--- src/rtl/tick_event_logger_if.sv ---
// Read-side valid/ready channel of the tick event logger.
// The logger drives the master side; the reader uses the slave side.
`timescale 1ns/1ps
interface tick_event_logger_if #(
    parameter int DW = 16
);
    logic          rd_valid;
    logic          rd_ready;
    logic [DW-1:0] rd_data;

    modport master (
        output rd_valid,
        output rd_data,
        input  rd_ready
    );

    modport slave (
        input  rd_valid,
        input  rd_data,
        output rd_ready
    );
endinterface

--- src/rtl/tick_event_logger.sv ---
// Timestamps every detector tick with a free-running cycle counter and queues
// the stamps in a small FWFT FIFO drained over a valid/ready channel.
`timescale 1ns/1ps
module tick_event_logger #(
    parameter  int TS_W  = 16,
    parameter  int DEPTH = 8,
    parameter  int CNT_W = 8,
    localparam int AW    = $clog2(DEPTH)
) (
    input  logic                 clk,
    input  logic                 rst_n,
    input  logic                 tick,
    input  logic                 clear,
    tick_event_logger_if.master  rd_if,
    output logic [AW:0]          fifo_level,
    output logic [CNT_W-1:0]     tick_count,
    output logic                 overflow
);

    localparam logic [AW:0] LEVEL_FULL = (AW+1)'(DEPTH);

    logic [TS_W-1:0]  r_ts;
    logic [TS_W-1:0]  r_mem [DEPTH];
    logic [TS_W-1:0]  r_rd_data;
    logic [AW-1:0]    r_wr_ptr;
    logic [AW-1:0]    r_rd_ptr;
    logic [AW:0]      r_level;
    logic [CNT_W-1:0] r_count;
    logic             r_overflow;

    logic             w_empty;
    logic             w_full;
    logic             w_pop;
    logic             w_push;
    logic             w_drop;
    logic [AW-1:0]    w_rd_ptr_inc;
    logic [AW:0]      w_level_next;
    logic [TS_W-1:0]  w_head_next;

    assign w_empty      = (r_level == '0);
    assign w_full       = (r_level == LEVEL_FULL);
    assign w_pop        = !w_empty && rd_if.rd_ready && !clear;
    // A full FIFO still accepts a tick when the head is popped at the same edge.
    assign w_push       = tick && !clear && (!w_full || w_pop);
    assign w_drop       = tick && !clear && w_full && !w_pop;
    assign w_rd_ptr_inc = r_rd_ptr + 1'b1;

    always_comb begin
        w_level_next = r_level;
        case ({w_push, w_pop})
            2'b10:   w_level_next = r_level + 1'b1;
            2'b01:   w_level_next = r_level - 1'b1;
            default: w_level_next = r_level;
        endcase
    end

    // Next value of the registered head: the incoming stamp when it becomes the
    // only entry, the following slot after a pop, otherwise the last value.
    always_comb begin
        w_head_next = r_rd_data;
        if (w_push && (w_empty || (w_pop && r_level == (AW+1)'(1)))) begin
            w_head_next = r_ts;
        end else if (w_pop && r_level != (AW+1)'(1)) begin
            w_head_next = r_mem[w_rd_ptr_inc];
        end
    end

    always_ff @(posedge clk) begin
        if (w_push) begin
            r_mem[r_wr_ptr] <= r_ts;
        end
    end

    always_ff @(posedge clk or negedge rst_n) begin
        if (!rst_n) begin
            r_ts       <= '0;
            r_rd_data  <= '0;
            r_wr_ptr   <= '0;
            r_rd_ptr   <= '0;
            r_level    <= '0;
            r_count    <= '0;
            r_overflow <= 1'b0;
        end else if (clear) begin
            r_ts       <= '0;
            r_wr_ptr   <= '0;
            r_rd_ptr   <= '0;
            r_level    <= '0;
            r_count    <= '0;
            r_overflow <= 1'b0;
        end else begin
            r_ts      <= r_ts + 1'b1;
            r_rd_data <= w_head_next;
            r_level   <= w_level_next;
            if (w_push) begin
                r_wr_ptr <= r_wr_ptr + 1'b1;
            end
            if (w_pop) begin
                r_rd_ptr <= w_rd_ptr_inc;
            end
            if (tick && !(&r_count)) begin
                r_count <= r_count + 1'b1;
            end
            if (w_drop) begin
                r_overflow <= 1'b1;
            end
        end
    end

    assign rd_if.rd_valid = !w_empty;
    assign rd_if.rd_data  = r_rd_data;
    assign fifo_level     = r_level;
    assign tick_count     = r_count;
    assign overflow       = r_overflow;

endmodule

--- src/flat_wrapper.sv ---
// flat-port wrapper written by rule: the top's interface ports become plain ports
module tick_event_logger_flat 
#(
    parameter  int TS_W  = 16,
    parameter  int DEPTH = 8,
    parameter  int CNT_W = 8,
    localparam int AW    = $clog2(DEPTH)
)
  (clk, rst_n, tick, clear, fifo_level, tick_count, overflow, rd_if_rd_valid, rd_if_rd_data, rd_if_rd_ready);
  tick_event_logger_if #(.DW(TS_W)) rd_if_i ();
  input  logic clk;
  input  logic rst_n;
  input  logic tick;
  input  logic clear;
  output logic [AW:0] fifo_level;
  output logic [CNT_W-1:0] tick_count;
  output logic overflow;
  output wire logic [$bits(rd_if_i.rd_valid)-1:0] rd_if_rd_valid;
  output wire logic [$bits(rd_if_i.rd_data)-1:0] rd_if_rd_data;
  input wire logic [$bits(rd_if_i.rd_ready)-1:0] rd_if_rd_ready;
  assign rd_if_rd_valid = rd_if_i.rd_valid;
  assign rd_if_rd_data = rd_if_i.rd_data;
  assign rd_if_i.rd_ready = rd_if_rd_ready;
  tick_event_logger #(.TS_W(TS_W), .DEPTH(DEPTH), .CNT_W(CNT_W)) u_core (.clk(clk), .rst_n(rst_n), .tick(tick), .clear(clear), .rd_if(rd_if_i), .fifo_level(fifo_level), .tick_count(tick_count), .overflow(overflow));
endmodule
--- config.mk ---
export PLATFORM = sky130hd
export DESIGN_NAME = tick_event_logger_flat
export DESIGN_NICKNAME = d
export VERILOG_FILES = /design/src/rtl/tick_event_logger_if.sv /design/src/rtl/tick_event_logger.sv /design/src/flat_wrapper.sv
export SDC_FILE = /design/constraint.sdc
export NUM_CORES = 1
export LEC_CHECK = 0
export ABC_AREA = 1
export CELL_PAD_IN_SITES_DETAIL_PLACEMENT = 1
export CELL_PAD_IN_SITES_GLOBAL_PLACEMENT = 2
export CORE_UTILIZATION = 40
export DETAILED_ROUTE_END_ITERATION = 16
export PLACE_DENSITY_LB_ADDON = 0.1
export SLEW_MARGIN = 5
export SYNTH_ARGS = -nofsm -noshare
export SYNTH_HDL_FRONTEND = slang
export SYNTH_SLANG_ARGS = --single-unit
export TNS_END_PERCENT = 30
--- constraint.sdc ---
create_clock -name clk -period 5.45 [get_ports clk]
set_input_delay 0.8175 -clock clk [delete_from_list [all_inputs] [get_ports clk]]
set_output_delay 0.8175 -clock clk [all_outputs]
set_load 0.02 [all_outputs]
==> Yosys cells after proc, flatten, opt, wreduce, memory -nomap -nowiden <==
Memories as Yosys holds them, arrays and structs flattened.
Index checks and enable logic that the tools add are counted.
{ "classes": {"n_lt_le_gt_ge": 0, "n_eq_ne": 5, "bitwise_logic": 1, "muxes": 15, "addsub": 6, "div": 0, "multipliers": 0, "reduce_logical": 26, "shifts": 0} }
{ "ops": {"columns": ["operator", "n"], "rows": [
  ["16-bit 2-to-1 mux", 3],
  ["16-bit by 1-bit adder with 16-bit output, second input constant", 1],
  ["8-bit 2-to-1 mux", 2],
  ["3-bit 2-to-1 mux", 4],
  ["1-bit logical AND", 10],
  ["2-bit nonzero test", 5],
  ["8-bit by 1-bit adder with 8-bit output, second input constant", 1],
  ["4-bit case mux with 2 select lines", 1],
  ["8-bit AND reduction", 1],
  ["3-bit by 1-bit adder with 3-bit output, second input constant", 2],
  ["1-bit zero test", 5],
  ["4-bit by 1-bit adder with 4-bit output, second input constant", 1],
  ["4-bit by 1-bit equality test with 1-bit output, second input constant", 1],
  ["4-bit equality test, second input constant", 1],
  ["4-bit zero test", 1],
  ["1-bit 2-to-1 mux", 4],
  ["4-bit 2-to-1 mux", 1],
  ["4-bit by 1-bit inequality test with 1-bit output, second input constant", 1],
  ["4-bit by 1-bit subtractor with 4-bit output, second input constant", 1],
  ["3-bit nonzero test", 1],
  ["2-bit by 1-bit equality test with 1-bit output, second input constant", 1],
  ["2-bit equality test, second input constant", 1],
  ["1-bit logical OR", 2],
  ["2-bit AND reduction", 1],
  ["1-bit inverter", 1]
]} }
{ "word_totals": {"ff_bits": 51, "output_inout_bits": 30, "inputBits": 5, "n_memories": 1, "ram_bits": 128, "mem_bits_ro": 0, "latch_bits": 0} }
{ "memory_table": {"columns": ["name", "depth", "word_bits", "read_ports", "rd_clocked_by_memory_dff", "write_ports", "line", "text"], "rows": [
  ["u_core.r_mem", 8, 16, 1, 0, 1, "tick_event_logger.sv:23", "logic [TS_W-1:0] r_mem [DEPTH];"]
]} }

==> Longest topological paths before layout <==
Gate-level depths: netlist of the first run.
{ "logic_depth": {"depth_word": 9, "depth_mapped": 13, "mapped_depth_nobuf": 12} }

==> Worst setup path after synthesis of the first run <==
Ideal clock, no wire load.
{ "synth_path": {"path_type": "register -> register", "from": "register u_core.r_level[0] (netlist: u_core.fifo_level[0])", "to": "memory u_core.r_mem[0][0], enable pin", "arrival_time_ps": 2251, "slack_ps": 2810, "stages_incl_launch_ff": 11, "t_required_ps": 5062, "setup_time_ps": 388, "synth_period_minus_slack_ps": 2640, "path_cell_list": "dfrtp_1 > inv_1 > ha_1 > inv_1 > nor2_1 > o211ai_2 > nand2_1 > inv_2 > buf_2 > nand2_1 > nor2_1"} }
{ "synth_via": {"elab_chain_len": 8, "word_cells_on_any_way": 10} }
{ "synth_lines": {"columns": ["element", "line", "text"], "rows": [
  ["start, declared", "tick_event_logger.sv:27", "logic [AW:0] r_level;"],
  ["start signal, assigned", "tick_event_logger.sv:93", "r_level <= w_level_next;"],
  ["4-bit zero test", "tick_event_logger.sv:40", "assign w_empty = (r_level == '0);"],
  ["1-bit zero test", "tick_event_logger.sv:42", "assign w_pop = !w_empty && rd_if.rd_ready && !clear;"],
  ["1-bit logical AND (2 in series)", "tick_event_logger.sv:42", null],
  ["1-bit logical OR *", "tick_event_logger.sv:44", "assign w_push = tick && !clear && (!w_full || w_pop);"],
  ["1-bit logical AND *", "tick_event_logger.sv:44", null],
  ["1-bit 2-to-1 mux *", "tick_event_logger.sv:69", "if (w_push) begin"],
  ["1-bit 2-to-1 mux (implied by the code) *", "tick_event_logger.sv:70", "r_mem[r_wr_ptr] <= r_ts;"],
  ["end, declared", "tick_event_logger.sv:23", null]
]} }
Every way passes the cells marked *; elsewhere a longest branch is shown, timed or not.

==> Worst setup path in the final report of the first run <==
{ "layout_path": {"from": "input clear", "to": "memory u_core.r_mem[2][0], enable pin"} }
{ "layout_via": {"elab_chain_len": 6, "word_cells_on_any_way": 7} }
{ "layout_lines": {"columns": ["element", "line", "text"], "rows": [
  ["start, declared", "flat_wrapper.sv:14", "input logic clear;"],
  ["1-bit zero test *", "tick_event_logger.sv:42, tick_event_logger.sv:44", null],
  ["1-bit logical AND", "tick_event_logger.sv:42", null],
  ["1-bit logical OR", "tick_event_logger.sv:44", null],
  ["1-bit logical AND *", "tick_event_logger.sv:44", null],
  ["1-bit 2-to-1 mux *", "tick_event_logger.sv:69", null],
  ["1-bit 2-to-1 mux (implied by the code) *", "tick_event_logger.sv:70", null]
]} }
Marked as above.

==> results by group, run 1 <==
Clock tree
  – H-Tree Depth: 4
  – CTS tree: built
  – Hold-fix buffers, CTS: 0
  – Clock sink count: 179
  – Root buffer cell: clkbuf_16
  – CTS max path bufs: 2
  – Post-CTS setup buffer count: 0
  – CTS-repair resized insts: 0
  – Worst-path clk slew: 0.06 ns
  – Clock buffers created by TritonCTS: 17
  – Insertion delay to the later sink of the worst-skew pair: 0.43 ns

Outcome
  – Outcome: finished, final reports clean

Final layout
  – Fillcell total: 2277
  – Fin cells: 1170
  – Layout Nets: 901
  – Register area: 5120 um^2
  – Layout area overhead: 13.8%
  – Multi-input logic area: 2490 um^2
  – Share of layout cells above drive strength 1: 7.00%
  – Diodes inserted: 0

Min path
  – Hold Crit Class: input port to asynchronous set/reset pin

Pwr
  – Internal Power: 2.68 mW
  – Clock power frac: 28.2%
  – VDD IR max: 230 uV
  – Comb pwr share: 32.7%
  – Power density cells: 457 nW/um^2
  – NetSw: 1.59 mW
  – Switching part of the total: 37.2%
  – Sequential Power Share: 39.2%
  – P_leak: 3.98 nW

Flow run
  – Max Cap Viol: 0

Routing
  – DRC violations left: 0
  – Via count: 5935
  – Total Wirelength: 22400 um
  – Initial DRT Pass Iterations: 6
  – Vias per inst: 5.07
  – 1st-iter DRT viols: 457
  – DRT antenna net count: 0
  – Routed WL per cell: 19.1 um

Yosys
  – Mapped Area: 8200 um^2
  – Synth Area per Inst: 9.54 um^2
  – Seq/Total Area, Yosys: 62.4%
  – Synth Instances: 860
  – Top FF cell, synth: edfxtp_1
  – Synth top area cells: edfxtp_1 (47%), dfrtp_1 (16%), nand2_1 (14%)
  – Post-synth EDFFs: 128
  – Mapped Nets: 873
  – Post-synthesis async set-or-reset flop share: 28.5%
  – Yosys reg bits: 179
  – Synth unique cells: 35
  – Leading area contributor after synthesis: edfxtp_1
  – Top post-synthesis cells by count: nand2_1 (310), edfxtp_1 (128), inv_1 (100), o21ai_0 (65), nand3_1 (55)
  – Syn. warnings: 0
  – Most instantiated library cell after synthesis: nand2_1
  – Synth top area share: 46.9%

STA
  – Post-layout min period: 3.53 ns
  – Layout Skew: 0.00864 ns
  – Slew Viols, Final: 0
  – RSZ-0062 raised after global routing: false
  – Final setup fails: 0
  – Sum Neg Setup Slack: 0 ns
  – Slew headroom: 15.7%
  – Least-Margin Pin Slew: 1.26 ns
  – Tcrit/Tclk final: 64.8%
  – Final hold viol count: 0
  – Fmax: 283 MHz

GRT
  – Total grt overflow: 0
  – First-pass GRT wire length: 35400 um
  – Met1 Use GR: 30.6%
  – All-Layer GR Usage: 22.4%
  – Initial antenna violation count: 0
  – M2 GR Usage: 36.7%
  – Met3 Track Usage GR: 3.46%
  – Most Crowded Layer GR: met2
  – Vias in the first global route: 6214
  – Pin count of the biggest net entering global routing: 86

Critical path
  – RR Startpoint: u_core.fifo_level[0]
  – Critical path arrival: 3.58 ns
  – CP endpoint kind: flop
  – Worst Path Required: 5.49 ns
  – Worst-path fanout max: 23
  – Critical R2R Capture: u_core.r_mem[2][0]
  – R2r worst-path depth: 9
  – CP startpoint kind: input port
  – Crit path launch: clear
  – Worst reg2reg setup slack: 2.35 ns
  – Critical path class: input port to flop

Floorplanning
  – Die height: 145 um
  – CORE AREA: 20200 um^2
  – FP Rows: 52
  – Die footprint: 21100 um^2
  – Die width: 145 um
  – Num ports: 35
  – Initial core utilization: 40.7%

Placed design
  – GP Congestion: 0.799
  – DP HPWL: 15000 um
  – Port bufs: 34
  – Cells after DPL: 1139
-- metal layers --
layer  vias to the layer above  share of wire (%)
met3                        25                3.0
met4                         0                1.7
li1                       2842                  -
met1                      2989                 47
met2                        79                 49
met5                         -                  0
-- worst max-delay path, cell delays in order --
cell and delay, ns:
clkdlybuf4s50_1 0.73, nor2_1 0.34, nand2_1 0.14, inv_2 0.34
nand2_1 0.22, nor2_1 0.99
-- metrics by stage --
stage          utilization (%)  hold slack, ns  instance area, um^2  setup WS, ns  total power [mW]
2_1_floorplan                -           0.484                 8200          2.81              2.61
3_3_place_gp              43.4           0.488                 8760          1.59              3.08
3_5_place_dp              43.4           0.506                 8760          1.37              3.11
4_1_cts                   46.2           0.524                 9330          1.79              4.31
5_1_grt                   46.3           0.547                 9330          1.63              4.50
6_report                  46.3           0.506                 9330          1.92              4.27
-- power by group through the flow --
stage | clock, mW | combinational [mW] | sequential, mW
floorplan | 0 | 0.888 | 1.72
global route | 1.27 | 1.55 | 1.69
finish | 1.20 | 1.39 | 1.67
global placement | 0 | 1.39 | 1.69
CTS | 1.22 | 1.42 | 1.67
detailed placement | 0 | 1.41 | 1.70
-- how the worst max path moves through the flow --
stage                                      to  cells past startpoint  slack [ns]
final                      u_core.r_mem[2][0]                      6        1.92
after global routing       u_core.r_mem[2][4]                      6        1.63
after CTS                 u_core.r_mem[3][10]                      6        1.79
after detailed placement   u_core.r_mem[3][9]                      6        1.37
after global placement    u_core.r_mem[3][10]                      6        1.59
after floorplan            u_core.r_mem[0][0]                     10        2.81
-- state kept, by name, summed over array words and instances (netlist names) --
signal	count
u_core.tick_count	8
u_core.r_mem	128
u_core.r_wr_ptr	3
u_core.rd_if.rd_data	16
u_core.r_ts	16
u_core.fifo_level	4
u_core.overflow	1
u_core.r_rd_ptr	3
-- kinds of logic (layout without fill, tap and decap cells) --
kind of cell | count (synthesis) | after routing | synth area share [%]
buffers and inverters | 142 | 182 | 7.22
XOR/XNOR | 9 | 9 | 1.05
flip-flops | 179 | 179 | 62.4
AND/OR/NAND/NOR | 426 | 426 | 21.5
AO/OA/AOI/OAI | 96 | 96 | 6.59
adder cells (fa/ha/maj) | 8 | 8 | 1.22
-- cell usage in the layout (no fill, tap or decap), types with 3 or more instances in the layout --
master and n:
nand2_2 3, clkinv_1 3, o211ai_1 16, clkinvlp_4 3, nand3_1 55, nor3_1 9
inv_1 100, edfxtp_1 128, clkbuf_16 17, dfrtp_1 50, inv_2 6, a21oi_1 11
ha_1 8, buf_4 10, nand2_1 310, xor2_1 6, nor2_1 35, nand2_4 3
clkinv_2 3, nand4_1 3, clkdlybuf4s50_1 33, o21ai_0 65
-- cell type report --
cell class                      instances  share of cell area [%]
Inverter                              107                    4.32
Tap cell                              270                    3.62
Multi-Input combinational cell        539                    26.7
Sequential cell                       179                    54.9
Clock buffer                           17                    4.56
Timing Repair Buffer                   44                    4.40
Clock inverter                         14                    1.49
(Power assumes the default switching activity.)
==> run 2, diff against run 1 <==
Settings changed: CORE_UTILIZATION 40 to 39.
Clock period 5.45 ns to 3.4 ns, I/O delays scaled along.
==> results by group, run 2 (synthesis results as in run 1) <==
Clock tree
  – CTS max path bufs: 2 (unchanged)
  – H-Tree Depth: 4 (unchanged)
  – Root buffer cell: clkbuf_16
  – Hold-fix buffers, CTS: 0 (unchanged)
  – CTS tree: built
  – CTS-repair resized insts: 0 (unchanged)
  – Clock sink count: 179 (unchanged)
  – Clock buffers created by TritonCTS: 17 (unchanged)
  – Worst-path clk slew: 0.07 ns (about the same)
  – Insertion delay to the later sink of the worst-skew pair: 0.42 ns (about the same)
  – Post-CTS setup buffer count: 0 (unchanged)

Pwr
  – Switching part of the total: 37.6% (+0.37 points)
  – Power density cells: 740 nW/um^2 (+62%)
  – VDD IR max: 403 uV (+75%)
  – Internal Power: 4.35 mW (+62%)
  – NetSw: 2.62 mW (+65%)
  – Total power: 6.97 mW (+63%)
  – Clock power frac: 28.7% (+0.5 points)
  – Sequential Power Share: 37.4% (-1.8 points)
  – P_leak: 4.03 nW (+1.4%)
  – Comb pwr share: 33.9% (+1.2 points)

Routing
  – Total Wirelength: 22000 um (-1.5%)
  – Routed WL per cell: 18.7 um (-2.3%)
  – Via count: 5880 (-0.93%)
  – Initial DRT Pass Iterations: 4 (-2)
  – DRT antenna net count: 0 (unchanged)
  – 1st-iter DRT viols: 283 (-38%)
  – DRC violations left: 0 (unchanged)
  – Vias per inst: 4.99 (-1.7%)

STA
  – Hold slack: 0.117 ns (-0.389 ns)
  – Post-layout min period: 2.57 ns
  – Sum Neg Setup Slack: 0 ns (unchanged)
  – Slew headroom: 22.1% (+6.3 points)
  – Layout Skew: 0.0117 ns (+0.00306 ns)
  – Fmax: 389 MHz
  – Final hold viol count: 0 (unchanged)
  – Slew Viols, Final: 0 (unchanged)
  – Fin worst setup slack: 0.828 ns (-1.09 ns)
  – Tcrit/Tclk final: 75.7%
  – Final setup fails: 0 (unchanged)
  – Least-Margin Pin Slew: 1.17 ns (-0.0903 ns)
  – RSZ-0062 raised after global routing: false

Final layout
  – Fin cells: 1179 (+0.77%)
  – Finished Core Util: 46.1% (-0.13 points)
  – Share of layout cells above drive strength 1: 7.92% (+0.92 points)
  – Diodes inserted: 0 (unchanged)
  – Number of flip-flops in the largest register: 128 (unchanged)
  – Fin area: 9420 um^2 (+1.0%)
  – Layout area overhead: 14.9%
  – Commonest non-fill, non-tap cell in the layout: nand2_1
  – Layout Nets: 909 (+0.89%)
  – Fillcell total: 2365 (+3.9%)
  – Largest register by flop count: u_core.r_mem
  – Most frequent cells in the layout: nand2_1 (310), edfxtp_1 (128), inv_1 (100), o21ai_0 (65), nand3_1 (55)

GRT
  – First-pass GRT wire length: 35000 um (-1.2%)
  – Pin count of the biggest net entering global routing: 131 (+52%)
  – Total grt overflow: 0 (unchanged)
  – All-Layer GR Usage: 21.8% (-0.67 points)
  – Vias in the first global route: 6203 (-0.18%)
  – Initial antenna violation count: 0 (unchanged)

Critical path
  – Worst Path Required: 2.89 ns (-2.60 ns)
  – CP endpoint kind: output pin
  – Worst-path fanout max: 6 (-74%)
  – Worst reg2reg setup slack: 0.85 ns (-1.50 ns)
  – Critical path class: flop to output pin
  – CP startpoint kind: flop
  – Critical path arrival: 2.06 ns (-1.52 ns)

Floorplanning
  – FP Rows: 52 (unchanged)
  – Die height: 147 um (+1.3%)
  – Initial core utilization: 40.1% (-0.52 points)
  – Die width: 147 um (+1.3%)
  – CORE AREA: 20400 um^2 (+1.3%)
  – Die footprint: 21600 um^2 (+2.5%)
  – Num ports: 35 (unchanged)

Placed design
  – Port bufs: 34 (unchanged)
  – GP Congestion: 0.777 (-2.8%)
  – DP HPWL: 14700 um (-2.2%)
  – Post-place instance area: 8820 um^2 (+0.69%)
  – Cells after DPL: 1147 (+0.70%)
  – Dpl ws: 0.640 ns (-0.729 ns)

Flow run
  – Max Cap Viol: 0 (unchanged)

Min path
  – Hold Crit Class: input port to asynchronous set/reset pin

Outcome
  – Outcome: finished, final reports clean
==> run 2: power by group through the flow <==
stage                     Combinational, mW  Sequential [mW]  Clock (mW)
final                                  2.36             2.61        2.00
after detailed placement               2.39             2.66           0
after floorplan                        1.42             2.76           0
after global placement                 2.36             2.65           0
after CTS                              2.40             2.61        2.05
after global routing                   2.63             2.63        2.12
==> run 2: routing by layer <==
layer / up-vias / global-route usage (%) / wire length (um)
met5: - / 0 / 0
met4: 0 / 5.82 / 330
met3: 19 / 3.32 / 902
met2: 84 / 38.3 / 11200
met1: 2910 / 27.9 / 9570
li1: 2867 / - / -
==> run 2: area by class of cell <==
cell class,instances,area [um^2],share of cell area (%)
clock buffers,17,425,4.51
clock inverters,15,175,1.86
inverters,107,403,4.28
multi-input cells,539,2490,26.4
flip-flops and latches,179,5120,54.4
well taps,270,338,3.58
repair buffers,52,470,4.99
==> run 2: final timing paths <==
kind,cells past startpoint,from,end
hold reg to reg,2,u_core.rd_if.rd_data[8],u_core.rd_if.rd_data[8]
setup reg to reg,10,u_core.fifo_level[0],u_core.r_mem[2][11]
min in group clk,2,u_core.rd_if.rd_data[8],u_core.rd_if.rd_data[8]
max in group asynchronous,2,rst_n,u_core.rd_if.rd_data[13]
hold / removal,1,rst_n,u_core.tick_count[3]
setup / recovery,4,u_core.fifo_level[0],rd_if_rd_valid
==> run 2: critical path: stages (launching register included) <==
cell             delay [ns]
dfrtp_1                0.49
inv_1                  0.14
ha_1                   0.26
nand3_4                0.13
clkdlybuf4s50_1        0.62
==> run 3, diff against run 2 <==
Clock period 3.4 ns to 2.7 ns, I/O delays scaled along.
==> results by group, run 3 (synthesis results as in run 1) <==
Outcome
  – Outcome: finished, final reports clean

Clock tree
  – Clock buffers created by TritonCTS: 17 (unchanged)
  – CTS max path bufs: 2 (unchanged)
  – H-Tree Depth: 4 (unchanged)
  – Insertion delay to the later sink of the worst-skew pair: 0.43 ns (about the same)
  – Root buffer cell: clkbuf_16
  – Post-CTS setup buffer count: 0 (unchanged)
  – Worst-path clk slew: 0.08 ns (about the same)
  – CTS tree: built
  – Clock sink count: 179 (unchanged)

Routing
  – Routed WL per cell: 19.0 um (+1.7%)
  – Initial DRT Pass Iterations: 5 (+1)
  – Total Wirelength: 22700 um (+3.0%)
  – Vias per inst: 4.99 (about the same)
  – 1st-iter DRT viols: 368 (+30%)
  – DRC violations left: 0 (unchanged)
  – Via count: 5960 (+1.4%)
  – DRT antenna net count: 0 (unchanged)

STA
  – Final setup fails: 0 (unchanged)
  – Fmax: 400 MHz
  – Layout Skew: 0.0121 ns (+0.000412 ns)
  – Least-Margin Pin Slew: 0.677 ns (-0.492 ns)
  – Sum Neg Setup Slack: 0 ns (unchanged)
  – Fin worst setup slack: 0.199 ns (-0.629 ns)
  – Tcrit/Tclk final: 92.6%
  – Post-layout min period: 2.50 ns
  – Hold slack: 0.415 ns (+0.298 ns)
  – Final hold viol count: 0 (unchanged)
  – Slew headroom: 54.9% (+33 points)
  – Slew Viols, Final: 0 (unchanged)
  – RSZ-0062 raised after global routing: false

Floorplanning
  – Die width: 147 um (unchanged)
  – Num ports: 35 (unchanged)
  – FP Rows: 52 (unchanged)
  – Die height: 147 um (unchanged)
  – Initial core utilization: 40.1% (unchanged)
  – CORE AREA: 20400 um^2 (unchanged)
  – Die footprint: 21600 um^2 (unchanged)

Critical path
  – Critical path class: flop to output pin
  – CP Cell Sequence: inv_1 > ha_1 > nand3_4 > clkdlybuf4s50_1
  – Crit path launch: u_core.fifo_level[0]
  – CP startpoint kind: flop
  – Slowest CP cell: clkdlybuf4s50_1
  – Critical path arrival: 2.10 ns (+0.04 ns)
  – Worst Path Required: 2.30 ns (-0.59 ns)
  – CP max stage delay: 0.61 ns (about the same)
  – CP endpoint kind: output pin
  – RR Startpoint: u_core.fifo_level[0]
  – Worst-path fanout max: 6 (unchanged)

GRT
  – Initial antenna violation count: 0 (unchanged)
  – Pin count of the biggest net entering global routing: 131 (unchanged)
  – First-pass GRT wire length: 35900 um (+2.7%)
  – All-Layer GR Usage: 22.5% (+0.76 points)
  – Total grt overflow: 0 (unchanged)
  – Vias in the first global route: 6157 (-0.74%)

Final layout
  – Share of layout cells above drive strength 1: 9.42% (+1.5 points)
  – Layout area overhead: 16.1%
  – Fin cells: 1194 (+1.3%)
  – Finished Core Util: 46.6% (+0.46 points)
  – Diodes inserted: 0 (unchanged)
  – Largest register by flop count: u_core.r_mem
  – Number of flip-flops in the largest register: 128 (unchanged)
  – Commonest non-fill, non-tap cell in the layout: nand2_1
  – Layout Nets: 924 (+1.7%)
  – Most frequent cells in the layout: nand2_1 (310), edfxtp_1 (128), inv_1 (100), o21ai_0 (65), nand3_1 (55)
  – Fin area: 9520 um^2 (+1.0%)

Placed design
  – Post-place instance area: 8940 um^2 (+1.3%)
  – Dpl ws: 0.241 ns (-0.399 ns)
  – GP Congestion: 0.776 (-0.18%)
  – DP HPWL: 15400 um (+4.6%)
  – Port bufs: 34 (unchanged)
  – Cells after DPL: 1161 (+1.2%)

Pwr
  – P_leak: 4.11 nW (+2.0%)
  – VDD IR max: 413 uV (+2.6%)
  – Power density cells: 915 nW/um^2 (+24%)
  – Total power: 8.71 mW (+25%)

Min path
  – Hold Crit Class: input port to asynchronous set/reset pin

Flow run
  – Max Cap Viol: 0 (unchanged)
[run 3: cell types whose count changed in the layout (fill, tap and decap cells not counted), moves of 2 or more]
cell,before,now
clkinv_2,1,5
buf_4,18,31
clkinvlp_4,3,1
clkinv_1,2,0
[run 3: worst max-delay path, delay by kind of cell (launching register included)]
family / cells / cell delay (ns)
fa+ha+maj: 1 / 0.27
buf+inv: 2 / 0.75
flops: 1 / 0.51
simple gates: 1 / 0.13
[run 3: final timing paths]
kind	slack, ns	cells after the start	to
setup / recovery	0.20	4	rd_if_rd_valid
setup reg to reg	0.38	10	u_core.r_mem[6][8]
hold reg to reg	0.51	2	u_core.rd_if.rd_data[10]
min in group clk	0.51	2	u_core.rd_if.rd_data[10]
hold / removal	0.42	2	u_core.tick_count[4]
max in group asynchronous	1.56	3	u_core.r_rd_ptr[0]
[run 3: power breakdown]
part           switching [mW]  leakage, nW  total [mW]  internal (mW)
logic                    2.02         1.95        2.99          0.976
registers               0.159         1.89        3.30           3.14
clock network            1.11        0.282        2.42           1.31
total                    3.28         4.11        8.71           5.43
[run 3: layout make-up]
| cell class | count | area, um^2 |
|---|---|---|
| multi-input cells | 539 | 2490 |
| fillers | 2335 | 10900 |
| inverters | 107 | 403 |
| repair buffers | 67 | 598 |
| clock buffers | 19 | 443 |
| flip-flops and latches | 179 | 5120 |
| clock inverters | 13 | 124 |
| well taps | 270 | 338 |
[run 3: repair_timing]
action | 4_1_cts | 5_1_grt
hold buffers | 1 | 0
setup endpoints to repair | 0 | 0
gates resized for setup | 0 | 0
hold endpoints to repair | 13 | 0
[run 3: routing by layer]
layer  GRT usage (%)  wire length (um)  part of all wire (%)  vias up
li1                -                 -                     -     2894
met1            31.6             10600                    47     2957
met2            36.3             11100                    49       88
met3            3.29               673                   3.0       21
met4            6.91               404                   1.8        0
met5               0                 0                     0        -
==> variant 1 (flow settings as in run 3) <==
Put one more register stage on the output `tick_count`, cleared by the reset. The value now appears one clock later. The other outputs are not delayed to match.
--- a/src/rtl/tick_event_logger.sv
+++ b/src/rtl/tick_event_logger.sv
@@ -109,7 +109,13 @@
     assign rd_if.rd_valid = !w_empty;
     assign rd_if.rd_data  = r_rd_data;
     assign fifo_level     = r_level;
-    assign tick_count     = r_count;
+    always_ff @(posedge clk or negedge rst_n) begin
+        if (!rst_n) begin
+            tick_count <= '0;
+        end else begin
+            tick_count <= r_count;
+        end
+    end
     assign overflow       = r_overflow;
 
 endmodule
Formal check against the unedited RTL: not equivalent (Yosys sat finds a counterexample within 4 cycles, from zero or initial values and one cycle with rst_n low).
==> variant 1 against run 3 <==
Die area rose by 3.9%. Core utilization fell by 0.23 points. Wire length fell by 0.12%. Setup slack improved by 0.049 ns. Power fell by 6.2%. Sequential cell count rose by 8. Design area rose by 3.4%. Area after synthesis rose by 3.9%. Synthesized cell count rose by 2.4%. Critical path type unchanged. Largest cell class unchanged.
==> variant 1: results (changes against run 3) <==
Yosys
  – Largest cells by area after synthesis: edfxtp_1 (45%), dfrtp_1 (17%), nand2_1 (14%)
  – Syn Nets: 894 (+2.4%)
  – Post-Synth Adder-Cell Area: 0.0117 (-0.000461)
  – Post-synth cell types: 34 (-2.9%)
  – Ys async rst share: 0.316 (+0.0306)
  – Cell count after synthesis: 881 (+2.4%)

Global routing
  – Grt met1 use: 0.281 (-0.0348)
  – Met3 Resource Use GR: 0.0372 (+0.00428)
  – Largest net degree at the start of global routing: 97 (-26%)
  – Routing usage on met2: 0.368 (+0.00526)
  – Vias in the first global route: 6,482 (+5.3%)
  – First-pass GRT wire length: 36,000 um (+0.23%)

Drt
  – Final wirelength: 22,700 um (-0.12%)
  – Routed wire length on met3: 507 um (-25%)
  – DR vias: 6,088 (+2.1%)
  – DRT Pass-1 Iters: 4 (-1)
  – Wire length on met2: 11,300 um (+2.3%)
  – Vias per inst: 4.99 (-0.11%)

Critical path
  – Reg-to-reg endpoint: u_core.rd_if.rd_data[5]
  – Cells on worst reg2reg path: 12 (+2)
  – Setup slack, reg-to-reg: 0.46 ns (+0.08 ns)
  – Critical path arrival: 2.05 ns (-0.05 ns)

Placement
  – DP Area: 9250 um2 (+3.5%)
  – Post-Place Cells: 1,189 (+2.4%)

Run status
  – Outcome: complete, no violations

Worst hold path
  – Min-delay worst type: flip-flop to flip-flop

Timing
  – Hold slack: 0.417 ns (+0.00193 ns)
  – Post-route setup slack: 0.247 ns (+0.0486 ns)
  – Worst-margin pin slew: 0.567 ns (-0.110 ns)

Finish
  – Fillers: 2,429 (+4.0%)
  – NumNets Final: 947 (+2.5%)
  – Share of cells above drive strength 1: 0.100 (+0.00627)

Power
  – Leak: 0.00426 uW (+3.5%)
-- variant 1: cell count changes after synthesis, moves of 4 or more --
cell	change
o21ai_1	+61
nor2_1	+4
o21ai_0	-45
dfrtp_1	+8
o211ai_1	-16
buf_4	+16
buf_2	-12
nand4_1	+4
nor3_1	-4
nand2_1	+7
-- variant 1: worst reg2reg max path, cell delays in order, from the launching register on --
cell      delay [ns]
dfrtp_1         0.46
inv_1           0.17
ha_1            0.24
inv_1           0.07
nor2_2          0.09
o211ai_2        0.11
nand2_2         0.13
clkinv_4        0.06
buf_4           0.21
nand2_8         0.23
nand2_4         0.18
nand2_1         0.13
nand2_1         0.06
-- variant 1: power by group through the flow --
| stage | logic [uW] | registers [uW] | clock network [uW] |
|---|---|---|---|
| floorplan | 1430 | 3540 | 0 |
| global placement | 2280 | 3440 | 0 |
| detailed placement | 2320 | 3460 | 0 |
| CTS | 2340 | 3400 | 2550 |
| global route | 2550 | 3420 | 2650 |
| finish | 2290 | 3390 | 2480 |
-- variant 1: layout make-up --
class                           instances  area (um2)  share of cell area
Timing Repair Buffer                   71         641              0.0651
Tap cell                              275         344              0.0350
Clock buffer                           17         425              0.0432
Inverter                              103         393              0.0399
Clock inverter                         14         151              0.0154
Sequential cell                       187        5320               0.541
Multi-Input combinational cell        554        2560               0.260
-- variant 1: how the worst min path moves through the flow --
stage	from	endpoint	cells after the start
6_report	u_core.r_count[6]	u_core.tick_count[6]	0
5_1_grt	u_core.r_count[6]	u_core.tick_count[6]	0
4_1_cts	u_core.r_count[6]	u_core.tick_count[6]	0
3_5_place_dp	u_core.r_count[6]	u_core.tick_count[6]	0
3_3_place_gp	u_core.r_count[6]	u_core.tick_count[6]	0
2_1_floorplan	rst_n	u_core.fifo_level[0]	0
==> variant 2 (flow settings as in run 3) <==
Without the edit above. `CNT_W` is set to 8 in 2 places; all go to 10.
--- a/src/rtl/tick_event_logger.sv
+++ b/src/rtl/tick_event_logger.sv
@@ -4,7 +4,7 @@
 module tick_event_logger #(
     parameter  int TS_W  = 16,
     parameter  int DEPTH = 8,
-    parameter  int CNT_W = 8,
+    parameter  int CNT_W = 10,
     localparam int AW    = $clog2(DEPTH)
 ) (
     input  logic                 clk,
--- a/src/flat_wrapper.sv
+++ b/src/flat_wrapper.sv
@@ -3,7 +3,7 @@
 #(
     parameter  int TS_W  = 16,
     parameter  int DEPTH = 8,
-    parameter  int CNT_W = 8,
+    parameter  int CNT_W = 10,
     localparam int AW    = $clog2(DEPTH)
 )
   (clk, rst_n, tick, clear, fifo_level, tick_count, overflow, rd_if_rd_valid, rd_if_rd_data, rd_if_rd_ready);
Ports: changed (resized tick_count); port bits go from 35 to 37. No check against the original RTL was run, so the function may have changed too.
==> variant 2 against run 3 <==
Die area up 1.2%. Via count up 1.7%. Power down 4.4%. Sequential cell count up 2. Design area up 1.5%. Global-route usage down 0.69 points. Maximum frequency up 3.5%. Area after synthesis up 1.2%. Non-clock buffer count up 3. Register-to-register slack better by 0.10 ns. Wire length down 1.2%. Setup slack better by 0.084 ns. Critical path type unchanged.
==> variant 2: results (changes against run 3) <==
Run status
  – Outcome: complete, no violations

Finish
  – Share of cells above drive strength 1: 0.0941 (about the same)
  – NumNets Final: 935 (+1.2%)
  – Inserted Diodes: 0 (unchanged)

Critical path
  – Crit path max fanout: 5 (-1)
  – Critical path arrival: 2.01 ns (-0.09 ns)
  – Cells on worst reg2reg path: 11 (+1)
  – Setup slack, reg-to-reg: 0.48 ns (+0.10 ns)
  – Reg-to-reg endpoint: u_core.rd_if.rd_data[11]

Global routing
  – Vias in the first global route: 6,473 (+5.1%)
  – First-pass GRT wire length: 35,700 um (-0.58%)
  – GR Util All Layers: 0.218 (-0.00692)

Yosys
  – Syn Nets: 882 (+1.0%)
  – Synth top cells by count: nand2_1 (310), edfxtp_1 (128), inv_1 (98)
  – Seq/Total Area, Yosys: 0.623 (-0.00141)
  – Ys async rst share: 0.293 (+0.00790)
  – Largest cells by area after synthesis: edfxtp_1 (46%), dfrtp_1 (16%), nand2_1 (14%)

Power
  – Peak supply drop: 486 uV (+18%)
  – Leak: 0.00413 uW (+0.29%)

Drt
  – Routed len/inst: 18.6 um (-2.1%)
  – DRT iter0 DRCs: 302 (-18%)
  – Vias per inst: 5.03 (+0.73%)

Timing
  – Relative slew slack: 0.496 (-0.0531)

Placement
  – GPL Wtd Cong: 0.795 (+2.5%)
  – Post-detail-place hpwl: 15,600 um (+1.3%)
## variant 2: cell count changes in the layout (fill, tap and decap cells not counted), moves of 3 or more
cell,change
o21ai_1,+7
nand3_1,-4
nor2_1,+3
clkinv_2,-3
nor3_1,-4
nand4_1,+3
## variant 2: metal layers
| metal | vias to the layer above | share of wire | GRT usage |
|---|---|---|---|
| li1 | 2937 | - | - |
| met1 | 3028 | 0.45 | 0.290 |
| met2 | 78 | 0.50 | 0.375 |
| met3 | 16 | 0.029 | 0.0290 |
| met4 | 0 | 0.011 | 0.0582 |
| met5 | - | 0 | 0 |
## variant 2: cell families (layout without fill, tap and decap cells)
logic type      after synthesis  in the layout  synth area share
fa+ha+maj                     8              8            0.0121
xor+xnor                      9              9            0.0104
flops                       181            181             0.623
buf+inv                     139            205            0.0695
simple gates                427            427             0.214
compound gates              105            105            0.0709
## variant 2: worst max path at each step
stage | cells past startpoint | endpoint | start | slack, ns
finish | 4 | rd_if_rd_valid | u_core.fifo_level[0] | 0.28
global route | 4 | rd_if_rd_valid | u_core.fifo_level[0] | 0.18
CTS | 4 | rd_if_rd_valid | u_core.fifo_level[0] | 0.26
detailed placement | 7 | u_core.r_mem[2][10] | clear | 0.20
global placement | 7 | u_core.r_mem[7][6] | clear | 0.27
floorplan | 10 | u_core.r_mem[0][0] | u_core.fifo_level[0] | 0.06
## variant 2: cell type report
cell class / instances / area, um2
tap: 270 / 338
clock buffer: 18 / 429
timing repair buffer: 70 / 638
fill: 2341 / 10900
sequential: 181 / 5170
inverter: 103 / 387
multi-input combinational: 549 / 2550
clock inverter: 14 / 141
## variant 2: timing repair
item                                   CTS  global route
hold buffers                             1             0
endpoints found under the hold margin   14             0
setup buffers                            0             0
## variant 2: metrics by stage
stage	worst slack, ns	instances	utilization	hold slack, ns
finish	0.283	1205	0.470	0.417
global placement	0.273	1172	0.442	0.340
global route	0.184	1205	0.470	0.442
floorplan	0.0584	869	-	0.109
CTS	0.261	1205	0.470	0.410
detailed placement	0.198	1172	0.442	0.346
## variant 2: power breakdown
group | internal (uW) | switching, uW | total, uW
sequential | 3170 | 153 | 3330
clock | 1300 | 1140 | 2430
combinational | 874 | 1690 | 2570
## variant 2: critical path: stages, from the launching register on
cell and delay (ns):
dfrtp_1 0.42, inv_1 0.13, ha_1 0.26, nand3_4 0.14, clkdlybuf4s50_1 0.63
